File: config.mk
export PLATFORM = sky130hd
export DESIGN_NAME = conv_window_sched
export DESIGN_NICKNAME = d
export VERILOG_FILES = /design/src/rtl/conv_window_sched.sv
export SDC_FILE = /design/constraint.sdc
export NUM_CORES = 1
export LEC_CHECK = 0
export ABC_AREA = 1
export CORE_MARGIN = 8
export CORE_UTILIZATION = 50
export DETAILED_ROUTE_END_ITERATION = 10
export DONT_BUFFER_PORTS = 1
export PLACE_DENSITY = 0.68
export REMOVE_ABC_BUFFERS = 1
export SYNTH_ARGS = -nofsm -noshare
export SYNTH_HDL_FRONTEND = slang
export SYNTH_SLANG_ARGS = --single-unit
File: constraint.sdc
create_clock -name clk -period 2.6 [get_ports clk]
set_input_delay 0.78 -clock clk [delete_from_list [all_inputs] [get_ports clk]]
set_output_delay 0.78 -clock clk [all_outputs]
set_load 0.1 [all_outputs]
File: src/rtl/conv_window_sched.sv
// conv_window_sched: streams one conv layer's input feature map, channel by channel,
// from frame RAM into the 3x3 window generator. After each channel's real pixels it
// pushes zero flush pixels, then waits until every window of the channel is accepted.
module conv_window_sched #(
  parameter int unsigned IMG_H  = 28,
  parameter int unsigned IMG_W  = 28,
  parameter int unsigned DATA_W = 8,
  parameter int unsigned MAX_CH = 16,
  parameter int unsigned ADDR_W = 14
) (
  input  logic                        clk,
  input  logic                        rst,
  input  logic                        start,
  input  logic [$clog2(MAX_CH+1)-1:0] num_ch,
  output logic                        mem_rd_en,
  output logic [ADDR_W-1:0]           mem_addr,
  input  logic [DATA_W-1:0]           mem_rdata,
  output logic [DATA_W-1:0]           pix_out,
  output logic                        pix_valid,
  input  logic                        pix_ready,
  output logic                        pix_flush,
  input  logic                        win_valid,
  input  logic                        win_ready,
  output logic [$clog2(MAX_CH)-1:0]   ch_idx,
  output logic                        busy,
  output logic                        done
);

  localparam int unsigned NumPix   = IMG_H * IMG_W;
  localparam int unsigned NumFlush = IMG_W + 1;
  localparam int unsigned PixW     = $clog2(NumPix + 1);
  localparam int unsigned FlushW   = $clog2(NumFlush + 1);
  localparam int unsigned NchW     = $clog2(MAX_CH + 1);
  localparam int unsigned ChW      = $clog2(MAX_CH);

  typedef enum logic [2:0] {StIdle, StRead, StFlush, StDrain, StDone} state_e;

  state_e            state_q, state_d;
  logic [NchW-1:0]   num_ch_q, num_ch_d;
  logic [ChW-1:0]    ch_q, ch_d;
  logic [PixW-1:0]   rd_cnt_q, rd_cnt_d;
  logic [ADDR_W-1:0] addr_q, addr_d;
  logic [FlushW-1:0] flush_cnt_q, flush_cnt_d;
  logic [PixW-1:0]   win_cnt_q, win_cnt_d;
  logic [PixW-1:0]   win_cnt_inc;

  // Skid storage: a read issued last cycle is "in flight" and its data sits on mem_rdata now.
  logic              inflight_q;
  logic [DATA_W-1:0] fifo_q [2];
  logic              wr_ptr_q, rd_ptr_q;
  logic [1:0]        occ_q;

  logic              fifo_empty;
  logic              real_valid;
  logic [DATA_W-1:0] real_data;
  logic              flush_valid;
  logic              flush_xfer;
  logic              rd_room;
  logic              push;
  logic              pop;
  logic              win_acc;

  // Output path: stored pixels first, else the in-flight RAM word passes straight through,
  // else (only once nothing real is pending) a zero flush pixel.
  always_comb begin
    fifo_empty  = (occ_q == 2'd0);
    real_valid  = !fifo_empty || inflight_q;
    real_data   = fifo_empty ? mem_rdata : fifo_q[rd_ptr_q];
    flush_valid = (state_q == StFlush) && !real_valid;
    flush_xfer  = flush_valid && pix_ready;
    // Stored + in-flight must stay below 2 so the 2-entry buffer can never overflow.
    rd_room     = fifo_empty || ((occ_q == 2'd1) && !inflight_q);
    pop         = !fifo_empty && pix_ready;
    push        = inflight_q && !(fifo_empty && pix_ready);
    win_acc     = win_valid && win_ready && (state_q != StIdle) &&
                  (win_cnt_q < PixW'(NumPix));
    win_cnt_inc = win_cnt_q + PixW'(win_acc);
  end

  assign mem_rd_en = (state_q == StRead) && (num_ch_q != '0) && rd_room;
  assign mem_addr  = addr_q;
  assign pix_valid = real_valid || flush_valid;
  assign pix_out   = real_valid ? real_data : '0;
  assign pix_flush = flush_valid;
  assign ch_idx    = ch_q;
  assign busy      = (state_q != StIdle);
  assign done      = (state_q == StDone);

  // Skid buffer and read-latency tracking; reset discards any word still in flight.
  always_ff @(posedge clk or posedge rst) begin
    if (rst) begin
      inflight_q <= 1'b0;
      wr_ptr_q   <= 1'b0;
      rd_ptr_q   <= 1'b0;
      occ_q      <= 2'd0;
      fifo_q[0]  <= '0;
      fifo_q[1]  <= '0;
    end else begin
      inflight_q <= mem_rd_en;
      if (push) begin
        fifo_q[wr_ptr_q] <= mem_rdata;
        wr_ptr_q         <= !wr_ptr_q;
      end
      if (pop) begin
        rd_ptr_q <= !rd_ptr_q;
      end
      occ_q <= occ_q + {1'b0, push} - {1'b0, pop};
    end
  end

  // Sequencer state and per-layer/per-channel counters.
  always_ff @(posedge clk or posedge rst) begin
    if (rst) begin
      state_q     <= StIdle;
      num_ch_q    <= '0;
      ch_q        <= '0;
      rd_cnt_q    <= '0;
      addr_q      <= '0;
      flush_cnt_q <= '0;
      win_cnt_q   <= '0;
    end else begin
      state_q     <= state_d;
      num_ch_q    <= num_ch_d;
      ch_q        <= ch_d;
      rd_cnt_q    <= rd_cnt_d;
      addr_q      <= addr_d;
      flush_cnt_q <= flush_cnt_d;
      win_cnt_q   <= win_cnt_d;
    end
  end

  // Next-state logic: raster reads, flush, wait for windows, then next channel or finish.
  always_comb begin
    state_d     = state_q;
    num_ch_d    = num_ch_q;
    ch_d        = ch_q;
    rd_cnt_d    = rd_cnt_q;
    addr_d      = addr_q;
    flush_cnt_d = flush_cnt_q;
    win_cnt_d   = win_cnt_inc;

    unique case (state_q)
      StIdle: begin
        if (start) begin
          num_ch_d    = num_ch;
          ch_d        = '0;
          rd_cnt_d    = '0;
          addr_d      = '0;
          flush_cnt_d = '0;
          win_cnt_d   = '0;
          state_d     = StRead;
        end
      end
      StRead: begin
        if (num_ch_q == '0) begin
          state_d = StDone;
        end else if (mem_rd_en) begin
          // Channels are contiguous in RAM, so one running address covers the whole layer.
          rd_cnt_d = rd_cnt_q + PixW'(1);
          addr_d   = addr_q + ADDR_W'(1);
          if (rd_cnt_q == PixW'(NumPix - 1)) begin
            state_d = StFlush;
          end
        end
      end
      StFlush: begin
        if (flush_xfer) begin
          flush_cnt_d = flush_cnt_q + FlushW'(1);
          if (flush_cnt_q == FlushW'(NumFlush - 1)) begin
            state_d = StDrain;
          end
        end
      end
      StDrain: begin
        // Looks at the post-accept count so the final window and the exit share a cycle.
        if (win_cnt_inc == PixW'(NumPix)) begin
          if ((NchW'(ch_q) + NchW'(1)) == num_ch_q) begin
            state_d = StDone;
          end else begin
            ch_d        = ch_q + ChW'(1);
            rd_cnt_d    = '0;
            flush_cnt_d = '0;
            win_cnt_d   = '0;
            state_d     = StRead;
          end
        end
      end
      StDone: begin
        state_d = StIdle;
      end
      default: begin
        state_d = StIdle;
      end
    endcase
  end

endmodule

# Word level (Yosys, flattened, before mapping)
# Cells that the tools add are included.
[classes]
n_addsub = 8
n_lt_le_gt_ge = 4
eq_ne = 18
n_mux = 40
n_bitwise = 2
n_reduce_logical = 36
[ops]
columns = ["op", "n"]
rows = [
  ["two-way mux 10 bit", 8],
  ["two-way mux 8 bit", 6],
  ["two-way mux 14 bit", 3],
  ["one-hot mux 10 bit (3 select lines)", 1],
  ["one-hot mux 14 bit (2 select lines)", 1],
  ["two-way mux 3 bit", 8],
  ["equality test 10 bit, second input constant", 2],
  ["two-way mux 5 bit", 4],
  ["one-hot mux 10 bit (2 select lines)", 1],
  ["bitwise mux 16 bit", 1],
  ["one-hot mux 5 bit (3 select lines)", 1],
  ["adder 14 x 1 -> 14 bit, second input constant", 1],
  ["logical AND 1 bit", 12],
  ["two-way mux 4 bit", 3],
  ["inequality test 2 bit, second input constant", 6],
  ["one-hot mux 3 bit (4 select lines)", 1],
  ["AND reduction 6 bit", 2],
  ["adder 10 x 1 -> 10 bit", 1],
  ["adder 10 x 1 -> 10 bit, second input constant", 1],
  ["less-than comparator 10 bit, second input constant", 1],
  ["nonzero test 3 bit", 3],
  ["demux 8 bit (select 1 bit)", 1],
  ["one-hot mux 4 bit (2 select lines)", 1],
  ["AND reduction 4 bit", 2],
  ["other kinds (26)", 37],
]
[word_totals]
ff_bits = 72
input_bits = 19
output_inout_bits = 31
wordCells = 121

# Depth between registers and ports, before layout
[depth]
ltp_word = 8
depth_mapped = 19
ltp_nobuf = 18

# Worst setup path after synthesis
# OpenSTA, ideal clock, no wires.
[synth_timing]
path_type = "register -> output"
startpoint = "reg state_q[1]"
endpoint = "out done"
arrival_time_ns = 2.514
slack_ns = -0.694
path_stages_with_launch = 2
path_buffers = 0
path_cell_list = "dfrtp_1 nor3_1"
[synth_via]
elab_chain_len = 1
[synth_lines]
columns = ["element", "line_no", "source"]
rows = [
  ["from (decl)", "38", "state_e state_q, state_d;"],
  ["from (signal assigned)", "114", "state_q <= StIdle;"],
  ["from (signal assigned)", "122", "state_q <= state_d;"],
  ["equality test 3 bit", "87", "assign done = (state_q == StDone);"],
  ["to (decl)", "26", "output logic done"],
]
# No other way between the ends.

# Final worst setup path
[layout_timing]
startpoint = "reg state_q[2]"
endpoint = "out mem_rd_en"
[layout_via]
elab_chain_len = 3
[layout_lines]
columns = ["element", "line_no", "source"]
rows = [
  ["equality test 3 x 1 -> 1 bit", "80", "assign mem_rd_en = (state_q == StRead) && (num_ch_q != '0) && rd_room;"],
  ["logical AND 1 bit (2 in a row)", "80", ""],
  ["to (decl)", "15", "output logic mem_rd_en,"],
]
# No other way between the ends.

==> results.md <==
- Worst path slowest cell: dfrtp_1
- Reg-to-Reg Start: win_cnt_q[7]$_DFF_PP0_
- Netlist cell types: 41
- Starting DRT DRC Count: 155
- Sw frac: 51.1%
- Bufs on Longest Clock Path: 2
- Post-Syn Area: 0.00425 mm²
- Pins Over Slew Limit: 0
- DRT Pass-1 Iters: 6
- Row cnt: 33
- CTS tree: done
- PortBufs: 0
- Final GP Congestion: 0.857
- Vias post-DR: 3840
- Remaining Overflow, GRT: 0
- Initial antenna violation count: 0
- Yosys top cell by area: dfrtp_1
- Max Freq: 401 MHz
- Worst-Skew Late Latency: 0.36 ns
- Hold_ws: 0.330 ns
- CP max stage delay: 0.40 ns
- Psw: 3.48 mW
- Power Total: 6.81 mW
- Post-DP HPWL: 7310 µm
- WP buf/inv: 4
- DRC errors left: 0
- Fin util: 62.6%
- FF-to-FF setup slack: 0.15 ns
- Peak supply drop: 0.691 mV
- Clock transition at path regs: 0.08 ns
- # clock sinks: 72
- Vias in the first global route: 3761
- FF-to-FF End: ch_idx[2]$_DFFE_PP0P_
- Num ports: 50
- First-pass GRT wire length: 17400 µm
- Final setup vio count: 0
- Core Box Area: 0.00822 mm²
- Clock skew: 0.0125 ns
- Critical Path End Type: output port
- Setup ws final: 0.109 ns
- Placement Setup Slack: -0.165 ns
- Via density: 5.33
- Hold Vio Cnt, Final: 0
- Area after DPL: 0.00485 mm²
- Int Power: 3.33 mW
- Status: finished, final reports clean
- Antenna Nets Post-Route: 0
- Worst Setup Start Kind: flip-flop
- Most Frequent Cell on Critical Path: buf_4
- Syn Inst Count: 558
- Routed length per instance: 14.1 µm
- RSZ-0062 raised after global routing: yes
- Slew HR: 60.3%
- Die height: 108 µm
- Seq/Total Area, Yosys: 42.4%
- Sequential fraction of design power: 24.4%
- Logic gate share of total power: 59.4%
- Proportion of layout cells with a drive suffix above 1: 19.2%
- Diode count: 0
- Crit path kind: reg -> out
- P&R area growth vs syn: 21.1%
- Pwr dens: 1320 mW/mm²
- Top Family by Delay on Critical Path: buffers and inverters
- Synth top area cells: dfrtp_1 42%, nand2_1 13%, inv_1 6.5%
- DRT Wirelength: 10200 µm
- Initial Util: 51.7%
- MaxCap Viol Count: 0
- H-tree levels: 3
- CP max FO: 4
- Pleak: 2.52 nW
- Hold buffers post-CTS: 0
- Clock power share: 16.2%
- Worst-margin pin slew: 0.594 ns
- Synthesis warning total: 0
- Post-synth top area share: 42.4%
- Hold WC Path Type: in -> async
- Largest net degree at the start of global routing: 43
- Syn avg cell area: 7.61 µm²
- # nets final: 639
- Worst Path Arrival: 1.71 ns
- Gr usage total: 18.2%
- Final period utilization: 95.8%
- Die Footprint: 0.0117 mm²
- Fin area: 0.00514 mm²
- R2R depth: 16
- Root Driver: clkbuf_8
- Fin crit period: 2.49 ns
- Critical path, cell by cell: buf_4 -> nor3_4 -> nand2_2 -> clkinv_2 -> nand2_4 -> inv_1 -> buf_4
- Worst EP required: 1.82 ns
- Die Span X: 108 µm
- CTS Buf Count: 9
- Synth Register Bits: 72
==> sequential cells by signal, indices dropped and copies added (netlist names) <==
signal / flops
mem_addr: 14
flush_cnt_q: 5
rd_ptr_q: 1
inflight_q: 1
num_ch_q: 5
state_q: 3
occ_q: 2
fifo_q: 16
wr_ptr_q: 1
ch_idx: 4
rd_cnt_q: 10
win_cnt_q: 10
==> logic make-up after synthesis <==
kind of cell | Yosys count | synth area share (%)
AOI/OAI and AO/OA | 80 | 10.6
xor gates and xnor gates | 16 | 3.30
adders and majority gates | 9 | 2.65
buffers and inverters | 97 | 9.58
DFF | 72 | 42.4
muxes | 4 | 1.06
and+or+nand+nor | 280 | 30.4
==> what timing repair did <==
item                       in CTS  in global routing
buffers inserted                0                  1
resized for setup               0                 10
setup endpoints to repair       0                 30
hold endpoints to repair        0                  0
==> per-stage QoR <==
| stage | cells | setup TNS [ns] |
|---|---|---|
| floorplan | 543 | -9.81 |
| global placement | 704 | -0.546 |
| detailed placement | 704 | -3.07 |
| CTS | 720 | 0 |
| global route | 721 | -0.0924 |
| finish | 721 | 0 |
==> cell usage in the layout, fill, tap and decap left out, drive strengths merged, types with 4 or more instances in the layout <==
| cell type | n |
|---|---|
| nand2 | 152 |
| inv | 80 |
| dfrtp | 72 |
| buf | 57 |
| nor2 | 50 |
| o21ai | 50 |
| nand3 | 35 |
| nand4 | 27 |
| a21oi | 16 |
| xor2 | 13 |
| clkbuf | 11 |
| ha | 9 |
| nor3 | 9 |
| o21a | 5 |
| mux2 | 4 |
| clkinv | 4 |
==> worst max path at each step <==
stage | from | to | slack (ns) | depth (start not counted)
CTS | state_q[2]$_DFFE_PP0P_ | rd_cnt_q[6]$_DFFE_PP0P_ | 0.07 | 18
global placement | win_valid | rd_cnt_q[9]$_DFFE_PP0P_ | -0.06 | 15
global route | win_cnt_q[7]$_DFF_PP0_ | rd_cnt_q[5]$_DFFE_PP0P_ | -0.02 | 16
floorplan | state_q[1]$_DFFE_PP0P_ | done | -0.69 | 1
detailed placement | win_valid | rd_cnt_q[4]$_DFFE_PP0P_ | -0.16 | 15
finish | state_q[2]$_DFFE_PP0P_ | mem_rd_en | 0.11 | 7
==> Yosys cell counts <==
| cell type | number |
|---|---|
| nand2_1 | 144 |
| inv_1 | 74 |
| dfrtp_1 | 72 |
| nor2_1 | 44 |
| o21ai_0 | 41 |
| nand3_1 | 30 |
| nand4_1 | 26 |
| a21oi_1 | 15 |
| xor2_1 | 13 |
| ha_1 | 9 |
| nor3_1 | 8 |
| nand2_2 | 7 |
| o21ai_1 | 7 |
| inv_2 | 6 |
| clkbuf_1 | 5 |
| nand3_2 | 5 |
| o21a_1 | 5 |
| buf_4 | 4 |
| mux2_2 | 4 |
| a31oi_1 | 3 |
| buf_2 | 3 |
| buf_6 | 3 |
| nor2_2 | 3 |
| nor2_4 | 3 |
| nor4_1 | 3 |
| xnor2_1 | 3 |
| a21boi_0 | 2 |
| o21ai_2 | 2 |
| or2_2 | 2 |
| a21oi_2 | 1 |
| a22o_1 | 1 |
| a22oi_1 | 1 |
| clkinv_1 | 1 |
| clkinv_2 | 1 |
| nand2_4 | 1 |
| nand4_2 | 1 |
| nor3_4 | 1 |
| nor3b_1 | 1 |
| o31ai_1 | 1 |
| o31ai_2 | 1 |
| or2_1 | 1 |
==> area by class of cell <==
| class | count | area [µm²] |
|---|---|---|
| clock buffer | 11 | 141 |
| clock inverter | 5 | 104 |
| fill | 711 | 3080 |
| inverter | 82 | 309 |
| multi-input combinational | 389 | 2070 |
| sequential | 72 | 1800 |
| tap | 105 | 131 |
| timing repair buffer | 57 | 584 |
==> layer usage <==
layer,GRT usage (%),vias up,routed length (µm)
li1,-,1912,-
met1,22.1,1834,4390
met2,30.3,78,5090
met3,3.63,16,499
met4,8.52,0,190
met5,0,-,0
==> power groups by stage <==
stage                     Combinational [mW]  Sequential, mW  Clock [mW]
after floorplan                         2.54            1.84           0
after global placement                  3.94            1.67           0
after detailed placement                4.00            1.68           0
after CTS                               4.01            1.66        1.13
after global routing                    4.34            1.71        1.17
final                                   4.04            1.66        1.10
Power figures use the tool's default switching activity.
